File: config.mk
export PLATFORM = sky130hd
export DESIGN_NAME = shift_add_ctrl
export DESIGN_NICKNAME = d
export VERILOG_FILES = /design/src/rtl/shift_add_ctrl.sv
export SDC_FILE = /design/constraint.sdc
export NUM_CORES = 1
export LEC_CHECK = 0
export CAP_MARGIN = 40
export CORE_ASPECT_RATIO = 1.75
export CORE_UTILIZATION = 30
export DETAILED_ROUTE_END_ITERATION = 10
export REMOVE_ABC_BUFFERS = 1
export SYNTH_ARGS = -nofsm -noshare
export SYNTH_HDL_FRONTEND = slang
export SYNTH_SLANG_ARGS = --single-unit
File: constraint.sdc
create_clock -name clk -period 5 [get_ports clk]
set_clock_uncertainty 0.1 [all_clocks]
set_input_delay 1.5 -clock clk [delete_from_list [all_inputs] [get_ports clk]]
set_output_delay 1.5 -clock clk [all_outputs]
set_load 0.01 [all_outputs]
File: src/rtl/shift_add_ctrl.sv
// -----------------------------------------------------------------------------
// shift_add_ctrl
//
// Sequencing and accumulation stage of a shift-and-add multiplier. It drives
// the enable/mode/clear controls of the external multiplier shift register,
// holds the left-shifting multiplicand and accumulates the 2N-bit product,
// consuming one multiplier bit per clock.
//
// Optional feature (compile-time macro):
//   SHIFT_ADD_EARLY_EXIT_EN  - when defined, the TEST phase ends as soon as the
//                              multiplier register reports it is exhausted
//                              (zero = 0). When undefined, zero is ignored and
//                              every multiply takes exactly N TEST cycles.
//
// Ports:
//   clk    in   1    clock, rising edge
//   clr    in   1    asynchronous reset, active low
//   start  in   1    begin a multiply (only sampled in IDLE)
//   a_in   in   N    multiplicand, captured when start is accepted
//   zero   in   1    multiplier register: 1 while contents nonzero
//   lsb_b  in   1    multiplier register: bit 0 of contents
//   en     out  1    multiplier register enable
//   ld     out  1    multiplier register mode: 0 = load, 1 = shift right
//   sclr   out  1    multiplier register clear, active high (= ~clr)
//   busy   out  1    high while in LOAD or TEST
//   done   out  1    one-cycle pulse, p valid in that cycle
//   p      out  2N   product accumulator
// -----------------------------------------------------------------------------
module shift_add_ctrl #(
    parameter int N = 4
) (
    input  logic           clk,
    input  logic           clr,
    input  logic           start,
    input  logic [N-1:0]   a_in,
    input  logic           zero,
    input  logic           lsb_b,
    output logic           en,
    output logic           ld,
    output logic           sclr,
    output logic           busy,
    output logic           done,
    output logic [2*N-1:0] p
);

    localparam int CW = (N > 1) ? $clog2(N) : 1;

    typedef enum logic [1:0] {
        IDLE = 2'd0,
        LOAD = 2'd1,
        TEST = 2'd2,
        DONE = 2'd3
    } state_t;

    state_t           state;
    logic [2*N-1:0]   mcand;
    logic [CW-1:0]    cnt;
    logic             exit_now;
    logic             last_bit;

`ifdef SHIFT_ADD_EARLY_EXIT_EN
    // Multiplier register already exhausted: remaining bits would add 0.
    assign exit_now = (state == TEST) && !zero;
`else
    logic unused_zero;
    assign unused_zero = zero;
    assign exit_now    = 1'b0;
`endif

    assign last_bit = (cnt == CW'(N - 1));

    // The register must be cleared whenever this block is held in reset.
    assign sclr = ~clr;

    // Register controls are decoded so they act in the same cycle as the
    // status inputs they depend on.
    always_comb begin
        en = 1'b0;
        ld = 1'b0;
        case (state)
            LOAD: en = 1'b1;
            TEST: begin
                if (!exit_now) begin
                    en = 1'b1;
                    ld = 1'b1;
                end
            end
            default: ;
        endcase
    end

    always_ff @(posedge clk or negedge clr) begin
        if (!clr) begin
            state <= IDLE;
            p     <= '0;
            mcand <= '0;
            cnt   <= '0;
            done  <= 1'b0;
            busy  <= 1'b0;
        end else begin
            done <= 1'b0;
            case (state)
                IDLE: begin
                    if (start) begin
                        state <= LOAD;
                        mcand <= {{N{1'b0}}, a_in};
                        cnt   <= '0;
                        busy  <= 1'b1;
                    end
                end
                LOAD: begin
                    p     <= '0;
                    state <= TEST;
                end
                TEST: begin
                    if (exit_now) begin
                        state <= DONE;
                        busy  <= 1'b0;
                        done  <= 1'b1;
                    end else begin
                        p     <= p + (lsb_b ? mcand : '0);
                        mcand <= mcand << 1;
                        cnt   <= cnt + CW'(1);
                        if (last_bit) begin
                            state <= DONE;
                            busy  <= 1'b0;
                            done  <= 1'b1;
                        end
                    end
                end
                DONE: begin
                    state <= IDLE;
                end
                default: begin
                    state <= IDLE;
                end
            endcase
        end
    end

endmodule

=== Word-level counts from Yosys, hierarchy flattened ===
Index checks and enable logic that the tools add are counted.

* Register bits after elaboration: 22
* Input bits: 9

* Bitwise logic cells: 1
* Reductions and logical operators: 7
* Add/sub/neg operators: 2
* Muxes and demuxes: 16
* Equality and inequality tests: 6

{| class="wikitable"
|+ Operator list
! cell !! count
|-
| 8-bit one-hot mux with 2 select lines || 2
|-
| 8-bit two-way mux || 2
|-
| 8-bit adder || 1
|-
| 2-bit one-hot mux with 4 select lines || 1
|-
| 2-bit equality test, second input constant || 3
|-
| 1-bit two-way mux || 6
|-
| 2-bit two-way mux || 3
|-
| 2-bit inequality test, second input constant || 2
|-
| 2-bit one-hot mux with 2 select lines || 1
|-
| 2-bit AND reduction || 2
|-
| 2-bit nonzero test || 2
|-
| 3-bit AND reduction || 1
|-
| 2-bit by 1-bit adder with 2-bit output, second input constant || 1
|-
| 2-bit by 1-bit equality test with 1-bit output, second input constant || 1
|-
| 2-bit zero test || 1
|-
| 1-bit one-hot mux with 2 select lines || 1
|-
| 2-bit OR reduction || 1
|-
| 1-bit NOT || 1
|}

=== Longest topological paths before layout ===
Gate-level depths: netlist of run 1.

* Word-level depth: 3
* Gate-level depth with buffers: 8

=== Worst setup path after synthesis of run 1 ===
Ideal clock, no wire load.

* Kind: input-to-reg
* From: input port lsb_b
* To: register p[6]
* Cell stages on the path: 8
* Data required time: 4.780 ns
* Path buffers: 0
* Arrival: 3.117 ns
* Setup slack: 1.663 ns
* Cell sequence: and2_1 -> ha_1 -> fa_1 -> a21o_1 -> a21o_1 -> a221oi_2 -> xnor2_1 -> a31o_1

* Longest elaborated chain between the ends: 3

{| class="wikitable"
|+ Ends and longest elaborated chain
! item !! RTL line !! source
|-
| start: declaration || 37 || <nowiki>input logic lsb_b,</nowiki>
|-
| 8-bit two-way mux || 121 || <nowiki>p <= p + (lsb_b ? mcand : '0);</nowiki>
|-
| 8-bit adder || 121 ||
|-
| 8-bit one-hot mux with 2 select lines || 102 || <nowiki>case (state)</nowiki>
|-
| end signal: assignment || 121 ||
|-
| end: declaration || 43 || <nowiki>output logic [2*N-1:0] p</nowiki>
|}

No other way between the ends.
A chain may end at the register's enable or synchronous reset.

=== Worst setup path after layout of run 1 ===
* From: input port clr
* To: output port sclr

* Longest elaborated chain between the ends: 1

{| class="wikitable"
|+ Ends and longest elaborated chain
! item !! RTL line !! source
|-
| start: declaration || 33 || <nowiki>input logic clr,</nowiki>
|-
| 1-bit NOT || 73 || <nowiki>assign sclr = ~clr;</nowiki>
|-
| end: declaration || 40 || <nowiki>output logic sclr,</nowiki>
|}

No other way between the ends.

==> flow_metrics.py, run 1 <==
metrics = {
    "worst_setup_path": {
        "start_kind": "input pin",
        "crit-reg2reg-launch": "mcand[0]",
        "r2r_slack_ns": 2.61,
        "crit_fanout": 2,
        "cp.required_ns": 3.40,
        "cp-end-kind": "primary output",
        "r2r_cells": 8,
        "cp.arrival_ns": 2.52,
        "rr_endpoint": "p[6]",
        "crit_path_start": "clr",
        "crit_type": "input pin to primary output",
    },
    "logic_synthesis": {
        "synth_xor_area_share_pct": 2.75,
        "ys_ff_latch": 22,
        "synth_edf_count": 0,
        "synth_mux_area_share_pct": 0,
        "synth_compound_area_share_pct": 25.3,
        "async_flop_share_pct": 100,
        "yosys.cell_types.count": 30,
        "yosys.area_share.adder_pct": 11.4,
        "yosys_warnings": 0,
        "syn_inst": 127,
        "yosys_most_used_dff": "dfrtp_1",
        "syn_avg_cell_area_um2": 10.0,
        "synth_simple_gate_area_share_pct": 13.5,
        "synth_top_family_by_area": "compound AO/OA/AOI/OAI gates",
        "ys_seq_area_share_pct": 43.2,
        "syn_area_um2": 1270,
    },
    "power": {
        "leakagePower_nw": 0.710,
        "ir_drop_mv": 0.182,
        "p_per_area_nw_per_um2": 558,
    },
    "cts": {
        "cts_htree_levels": 1,
        "post_cts_resized": 0,
        "cts_buffers": 3,
        "cts_hold_buf": 0,
        "clk_path_buf_depth": 2,
        "cts_tree": "built",
        "cts_setup_buffers": 0,
        "root_buffer": "clkbuf_8",
        "clock_sinks": 22,
        "path_clk_slew_ns": 0.07,
        "clk_latency_ns": 0.26,
    },
    "floorplan": {
        "dieArea_um2": 4520,
        "start_util_pct": 31.0,
        "rows": 31,
        "core_um2": 4110,
        "die_h_um": 88.2,
        "die_w_um": 51.3,
        "ios": 22,
    },
    "drt": {
        "via_count": 1041,
        "post_drt_via_cell_ratio": 5.28,
        "first_pass_iters": 4,
        "antenna_left": 0,
        "wire_per_inst_um": 14.1,
        "wirelength_um": 2780,
        "drc": 0,
        "dr.first_iter.drc_count": 14,
    },
    "grt": {
        "grt_use_met2_pct": 26.2,
        "grt_pass1_vias": 1106,
        "overflow": 0,
        "grt_usage_pct": 14.6,
        "grt_pass1_wl_um": 4970,
        "grt_max_degree": 23,
        "grtUsageMet1_pct": 16.2,
        "antenna_found_initial": 0,
        "grt_busiest_layer": "met2",
        "met3_usage_pct": 1.91,
    },
    "layout": {
        "fin_cells": 197,
        "insertedDiodeCount": 0,
        "syn_to_final_growth_pct": 23.5,
        "drive_above_1_share_pct": 7.43,
        "fin_area_um2": 1570,
        "post-route-util_pct": 38.3,
        "final_nets": 170,
        "layout_commonest_cell": "dfrtp_1",
        "layout_common_cells": "22 x dfrtp_1, 20 x clkdlybuf4s50_1, 10 x ha_1",
    },
    "worst_hold_path": {
        "hold_end": "state[0]",
        "min_path_type": "flip-flop to flip-flop",
        "whs_path_depth": 1,
        "hold_path.startpoint": "state[0]",
    },
    "placed_design": {
        "placed_area_um2": 1530,
        "place.gp.congestion": 0.868,
        "place_inst": 194,
        "io_buffers": 20,
        "hpwl_um": 2130,
    },
    "sta": {
        "layout_min_cycle_time_ns": 4.12,
        "setup_violations": 0,
        "relSlewSlack_pct": 60.0,
        "hold_viol_final": 0,
        "maxSlewViolCount": 0,
        "worst_pin_slew_ns": 0.600,
        "finalCritPeriodShare_pct": 82.4,
        "grt_setup_unrepaired": "false",
        "hold_ws_ns": 0.395,
        "max_freq_mhz": 243,
        "tns_ns": 0,
    },
    "status": {
        "status": "completed",
    },
    "flow_run": {
        "maxCapViolCount": 0,
    },
}
[cell usage after synthesis (2+ instances only)]
cell / number / area [um2]
a31oi_1: 2 / 12.5
dfrtp_1: 22 / 551
a21o_1: 4 / 30.0
xnor2_1: 4 / 35.0
nand2_1: 9 / 33.8
o21ai_1: 9 / 45.0
ha_1: 10 / 125
nand3_1: 3 / 15.0
a21oi_1: 7 / 35.0
a22o_1: 5 / 43.8
and2_1: 8 / 50.1
nor2b_1: 5 / 31.3
a31o_1: 3 / 26.3
nor2_1: 3 / 11.3
o22ai_1: 8 / 50.1
inv_2: 2 / 7.51
inv_1: 8 / 30.0
clkbuf_1: 3 / 11.3
[power breakdown]
| group | internal [mW] | switching [mW] | total, mW |
|---|---|---|---|
| Clock | 0.0538 | 0.0562 | 0.110 |
| Sequential | 0.241 | 0.0512 | 0.292 |
| Combinational | 0.216 | 0.260 | 0.476 |
[cell type report]
class / instances / area (um2)
Sequential cell: 22 / 551
Fill cell: 425 / 2540
Tap cell: 49 / 61.3
Multi-Input combinational cell: 92 / 674
Clock buffer: 3 / 41.3
Timing Repair Buffer: 21 / 208
Inverter: 10 / 37.5
[flip-flops by register name (all words and copies together), names as in the netlist]
signal,cells
mcand,8
p,8
cnt,2
state,2
busy,1
done,1
[metal layers]
layer,vias up,part of all wire (%)
li1,508,-
met1,503,40
met2,22,54
met3,8,2.7
met4,0,3.0
met5,-,0
[metrics by stage]
step           power (mW)  worst slack, ns
2_1_floorplan       0.611             1.66
3_3_place_gp        0.752            0.891
3_5_place_dp        0.774            0.870
4_1_cts             0.887            0.870
5_1_grt             0.965            0.832
6_report            0.878            0.881
[how the worst max path moves through the flow]
stage	to	slack [ns]	depth (start not counted)
floorplan	p[6]	1.66	8
global placement	sclr	0.89	3
detailed placement	sclr	0.87	3
CTS	sclr	0.87	3
global route	sclr	0.83	3
finish	sclr	0.88	3
[critical path: stages]
cell and delay [ns]:
clkdlybuf4s50_1 0.43, inv_1 0.06, clkdlybuf4s50_1 0.53
[cells by family after synthesis]
| family | count (synthesis) |
|---|---|
| compound gates | 46 |
| simple gates | 31 |
| flops | 22 |
| buf+inv | 13 |
| fa+ha+maj | 11 |
| xor+xnor | 4 |
(Power assumes the default switching activity.)
==> run 2, diff against run 1 <==
clock period = 3.9 ns   (was 5 ns; I/O delays follow)
==> flow_metrics.py, run 2 (synthesis results as in run 1) <==
metrics = {
    "layout": {
        "n_fill_cell": 431,
        "syn_to_final_growth_pct": 25.7,
        "drive_above_1_share_pct": 9.27,
        "multi_input_area_um2": 674,
        "top_regs": "mcand x8, p x8",
        "fin_area_um2": 1600,
        "fin_cells": 200,
        "layout_commonest_cell": "dfrtp_1",
        "layout_common_cells": "22 x dfrtp_1, 20 x clkdlybuf4s50_1, 10 x ha_1",
        "final_nets": 172,
        "insertedDiodeCount": 0,
        "regArea_um2": 551,
    },
    "sta": {
        "layout_min_cycle_time_ns": 3.45,
        "relSlewSlack_pct": 71.0,
        "worst_pin_slew_ns": 0.432,
        "setup_violations": 0,
        "finalCritPeriodShare_pct": 88.4,
        "maxSlewViolCount": 0,
        "tns_ns": 0,
        "hold_ws_ns": 0.389,
        "fin_ws_ns": 0.453,
        "max_freq_mhz": 290,
        "grt_setup_unrepaired": "false",
        "hold_viol_final": 0,
    },
    "cts": {
        "root_buffer": "clkbuf_8",
        "cts_hold_buf": 0,
        "clock_sinks": 22,
        "cts_htree_levels": 1,
        "cts_tree": "built",
        "clk_latency_ns": 0.26,
        "cts_setup_buffers": 0,
        "path_clk_slew_ns": 0.08,
        "cts_buffers": 3,
        "clk_path_buf_depth": 2,
        "post_cts_resized": 0,
    },
    "power": {
        "internal_power_mw": 0.687,
        "leakagePower_nw": 0.727,
        "p_clk_share_pct": 14.4,
        "switching_share_pct": 41.5,
        "ir_drop_mv": 0.327,
        "p_sw_mw": 0.487,
        "p_seq_share_pct": 32.0,
        "comb_power_share_pct": 53.6,
        "p_per_area_nw_per_um2": 733,
    },
    "worst_hold_path": {
        "min_path_type": "flip-flop to flip-flop",
        "whs_path_depth": 1,
        "hold_path.startpoint": "state[0]",
        "hold_end": "state[0]",
    },
    "worst_setup_path": {
        "rr_endpoint": "p[6]",
        "r2r_slack_ns": 1.49,
        "cp.required_ns": 2.63,
        "r2r_cells": 8,
        "cp.arrival_ns": 2.18,
        "crit-reg2reg-launch": "mcand[0]",
        "start_kind": "input pin",
        "crit_type": "input pin to primary output",
        "cp-end-kind": "primary output",
        "crit_fanout": 2,
    },
    "placed_design": {
        "placed_area_um2": 1550,
        "io_buffers": 20,
        "place_inst": 196,
        "dp_slack_ns": 0.169,
        "place.gp.congestion": 0.869,
        "hpwl_um": 2170,
    },
    "drt": {
        "drc": 0,
        "wire_per_inst_um": 14.0,
        "dr.first_iter.drc_count": 16,
        "post_drt_via_cell_ratio": 5.32,
        "wirelength_um": 2810,
        "antenna_left": 0,
        "via_count": 1064,
        "first_pass_iters": 4,
    },
    "floorplan": {
        "die_h_um": 88.2,
        "core_um2": 4110,
        "ios": 22,
        "dieArea_um2": 4520,
        "rows": 31,
        "start_util_pct": 31.0,
        "die_w_um": 51.3,
    },
    "grt": {
        "overflow": 0,
        "grt_usage_pct": 14.5,
        "antenna_found_initial": 0,
        "grt_pass1_vias": 1045,
        "grt_pass1_wl_um": 4730,
        "grt_max_degree": 23,
    },
    "status": {
        "status": "completed",
    },
    "flow_run": {
        "maxCapViolCount": 0,
    },
}
## run 2: cell types whose count changed in the layout (fill, tap and decap cells not counted), sizes merged
cell / previous run / this run
buf: 1 / 3
clkbuf: 3 / 4
## run 2: final cells by class
cell class | instances | share of cell area, %
repair buffers | 23 | 13.9
well taps | 49 | 3.83
inverters | 10 | 2.34
flip-flops and latches | 22 | 34.4
clock buffers | 4 | 3.44
multi-input cells | 92 | 42.1
## run 2: per-layer routing
| layer | routed length (um) | global-route usage (%) | vias to the layer above |
|---|---|---|---|
| met2 | 1580 | 26.8 | 16 |
| met1 | 1100 | 15.3 | 531 |
| met4 | 87 | 8.11 | 0 |
| li1 | - | - | 510 |
| met5 | 0 | 0 | - |
| met3 | 46 | 2.08 | 7 |
## run 2: critical path, stage by stage
cell and delay [ns]:
clkdlybuf4s50_1 0.43, inv_1 0.06, clkdlybuf4s50_1 0.52
## run 2: how the worst max path moves through the flow
stage | slack, ns | from | end | cells after the start
final | 0.45 | clr | sclr | 3
after global routing | 0.36 | lsb_b | p[6] | 9
after CTS | 0.44 | clr | sclr | 3
after detailed placement | 0.17 | lsb_b | p[6] | 9
after global placement | 0.22 | lsb_b | p[6] | 9
after floorplan | 0.89 | lsb_b | p[6] | 8
## run 2: metrics by stage
step	total power [mW]	util, %
6_report	1.17	39.0
5_1_grt	1.27	39.0
4_1_cts	1.19	39.0
3_5_place_dp	1.01	37.6
3_3_place_gp	0.979	37.6
2_1_floorplan	0.784	-
## run 2: power by group through the flow
stage / Sequential, mW / Clock [mW] / Combinational [mW]
floorplan: 0.377 / 0 / 0.407
global placement: 0.374 / 0 / 0.605
detailed placement: 0.381 / 0 / 0.632
CTS: 0.376 / 0.175 / 0.635
global route: 0.390 / 0.186 / 0.699
finish: 0.376 / 0.169 / 0.629
==> run 3, diff against run 2 <==
ABC_AREA = 1   (was not set)
GPL_TIMING_DRIVEN = 0   (was not set)
==> flow_metrics.py, run 3 <==
metrics = {
    "sta": {
        "worst_pin_slew_ns": 0.508,
        "grt_setup_unrepaired": "false",
        "layout_min_cycle_time_ns": 3.41,
        "hold_ws_ns": 0.389,
        "relSlewSlack_pct": 66.1,
        "maxSlewViolCount": 0,
        "setup_violations": 0,
        "max_freq_mhz": 294,
        "hold_viol_final": 0,
        "finalCritPeriodShare_pct": 87.3,
    },
    "logic_synthesis": {
        "syn_inst": 164,
        "yosysMostFrequentCell": "nand2_1",
        "ys_seq_area_share_pct": 42.1,
        "synth_area_leader_cell": "dfrtp_1",
        "async_flop_share_pct": 100,
        "synth_common_cells": "52 x nand2_1, 31 x inv_1, 22 x dfrtp_1",
        "synth_edf_count": 0,
        "syn_area_um2": 1310,
        "synth_top_area_share_pct": 42.1,
        "ys_top_cells_by_area": "dfrtp_1 42%, nand2_1 15%, ha_1 9.6%",
        "yosys.cell_types.count": 23,
        "syn_avg_cell_area_um2": 7.97,
        "yosys_most_used_dff": "dfrtp_1",
        "ys_ff_latch": 22,
        "yosys_warnings": 0,
    },
    "flow_run": {
        "maxCapViolCount": 0,
    },
    "drt": {
        "dr.first_iter.drc_count": 33,
        "wirelength_um": 2510,
        "antenna_left": 0,
        "via_count": 1061,
        "wire_per_inst_um": 10.7,
        "post_drt_via_cell_ratio": 4.51,
        "drc": 0,
        "first_pass_iters": 4,
    },
    "floorplan": {
        "die_w_um": 51.9,
        "ios": 22,
        "rows": 31,
        "dieArea_um2": 4640,
        "core_um2": 4150,
        "start_util_pct": 31.5,
        "die_h_um": 89.3,
    },
    "power": {
        "ir_drop_mv": 0.508,
        "total_power_mw": 1.12,
        "p_per_area_nw_per_um2": 690,
        "leakagePower_nw": 0.900,
    },
    "grt": {
        "grt_max_degree": 15,
        "grt_pass1_wl_um": 4470,
        "overflow": 0,
        "grt_pass1_vias": 1054,
        "grt_usage_pct": 12.8,
        "antenna_found_initial": 0,
    },
    "worst_setup_path": {
        "cpPeakStageDelay_ns": 0.49,
        "cp.required_ns": 2.63,
        "start_kind": "input pin",
        "crit_fanout": 10,
        "crit_chain": "dlymetal6s2s_1 -> inv_1 -> clkdlybuf4s50_1",
        "cp.arrival_ns": 2.14,
        "r2r_cells": 6,
        "r2r_slack_ns": 1.91,
        "critPathSlowestCell": "clkdlybuf4s50_1",
        "cp-end-kind": "primary output",
        "crit-reg2reg-launch": "state[0]",
        "rr_endpoint": "state[0]",
        "crit_type": "input pin to primary output",
    },
    "layout": {
        "layout_common_cells": "52 x nand2_1, 31 x inv_1, 22 x dfrtp_1",
        "final_nets": 207,
        "fin_cells": 235,
        "syn_to_final_growth_pct": 23.7,
        "layout_commonest_cell": "nand2_1",
        "top_regs": "mcand x8, p x8",
        "insertedDiodeCount": 0,
        "n_fill_cell": 437,
        "drive_above_1_share_pct": 7.53,
    },
    "cts": {
        "cts_setup_buffers": 0,
        "path_clk_slew_ns": 0.08,
        "clk_path_buf_depth": 2,
        "post_cts_resized": 0,
        "cts_tree": "built",
        "cts_htree_levels": 1,
        "clk_latency_ns": 0.26,
        "cts_hold_buf": 0,
        "cts_buffers": 3,
        "root_buffer": "clkbuf_8",
        "clock_sinks": 22,
    },
    "worst_hold_path": {
        "hold_end": "state[0]",
        "hold_path.startpoint": "state[0]",
        "whs_path_depth": 1,
        "min_path_type": "flip-flop to flip-flop",
    },
    "status": {
        "status": "completed",
    },
    "placed_design": {
        "io_buffers": 20,
        "hpwl_um": 2070,
        "place.gp.congestion": 0.845,
        "place_inst": 231,
    },
}
-- run 3: changes by cell type in the layout (fill, tap and decap cells not counted), moves of 5 or more --
cell,change
nand3_1,+7
o22ai_1,-5
nand2_1,+43
o21ai_0,+8
nor2b_1,-5
o21ai_1,-9
inv_1,+23
and2_1,-8
-- run 3: cell families (layout without fill, tap and decap cells) --
group	after synthesis	count (layout)	share of synthesized area, %
AND/OR/NAND/NOR	66	66	20.6
buffers and inverters	36	58	11.3
AO/OA/AOI/OAI	28	28	14.3
flip-flops	22	22	42.1
adder cells (fa/ha/maj)	11	11	11.1
XOR/XNOR	1	1	0.670
-- run 3: area by class of cell --
class / count / area, um2 / share of cell area (%)
multi-input combinational: 106 / 609 / 37.7
tap: 49 / 61.3 / 3.79
sequential: 22 / 551 / 34.0
inverter: 33 / 124 / 7.66
timing repair buffer: 21 / 218 / 13.5
clock buffer: 4 / 55.1 / 3.40
-- run 3: through the flow --
stage	setup TNS (ns)	util (%)	worst slack (ns)	cell area, um2
2_1_floorplan	0	-	1.39	1280
5_1_grt	0	39.0	0.364	1620
6_report	0	39.0	0.495	1620
4_1_cts	0	38.9	0.0559	1620
3_3_place_gp	-0.397	37.2	-0.397	1550
3_5_place_dp	0	37.6	0.0445	1560
-- run 3: how the worst max path moves through the flow --
stage / start / endpoint / slack (ns) / cells after the start
final: clr / sclr / 0.49 / 3
after global routing: clr / sclr / 0.36 / 3
after CTS: clr / sclr / 0.06 / 3
after detailed placement: clr / sclr / 0.04 / 3
after global placement: clr / sclr / -0.40 / 3
after floorplan: clr / sclr / 1.39 / 1
-- run 3: critical path, delay by kind of cell --
| family | cells | cell delay (ns) |
|---|---|---|
| buf+inv | 3 | 0.97 |
-- run 3: where the power goes --
part / leakage (nW) / switching (mW) / internal (mW)
clock: 0.0288 / 0.0755 / 0.0899
combinational: 0.582 / 0.337 / 0.246
sequential: 0.289 / 0.0529 / 0.314
total: 0.900 / 0.466 / 0.650
-- run 3: per-layer routing --
layer	vias to the layer above	share of wire [%]	global-route usage, %
met5	-	0	0
li1	558	-	-
met4	0	1.6	5.90
met1	488	41	13.4
met2	13	56	25.3
met3	2	1.4	0.510
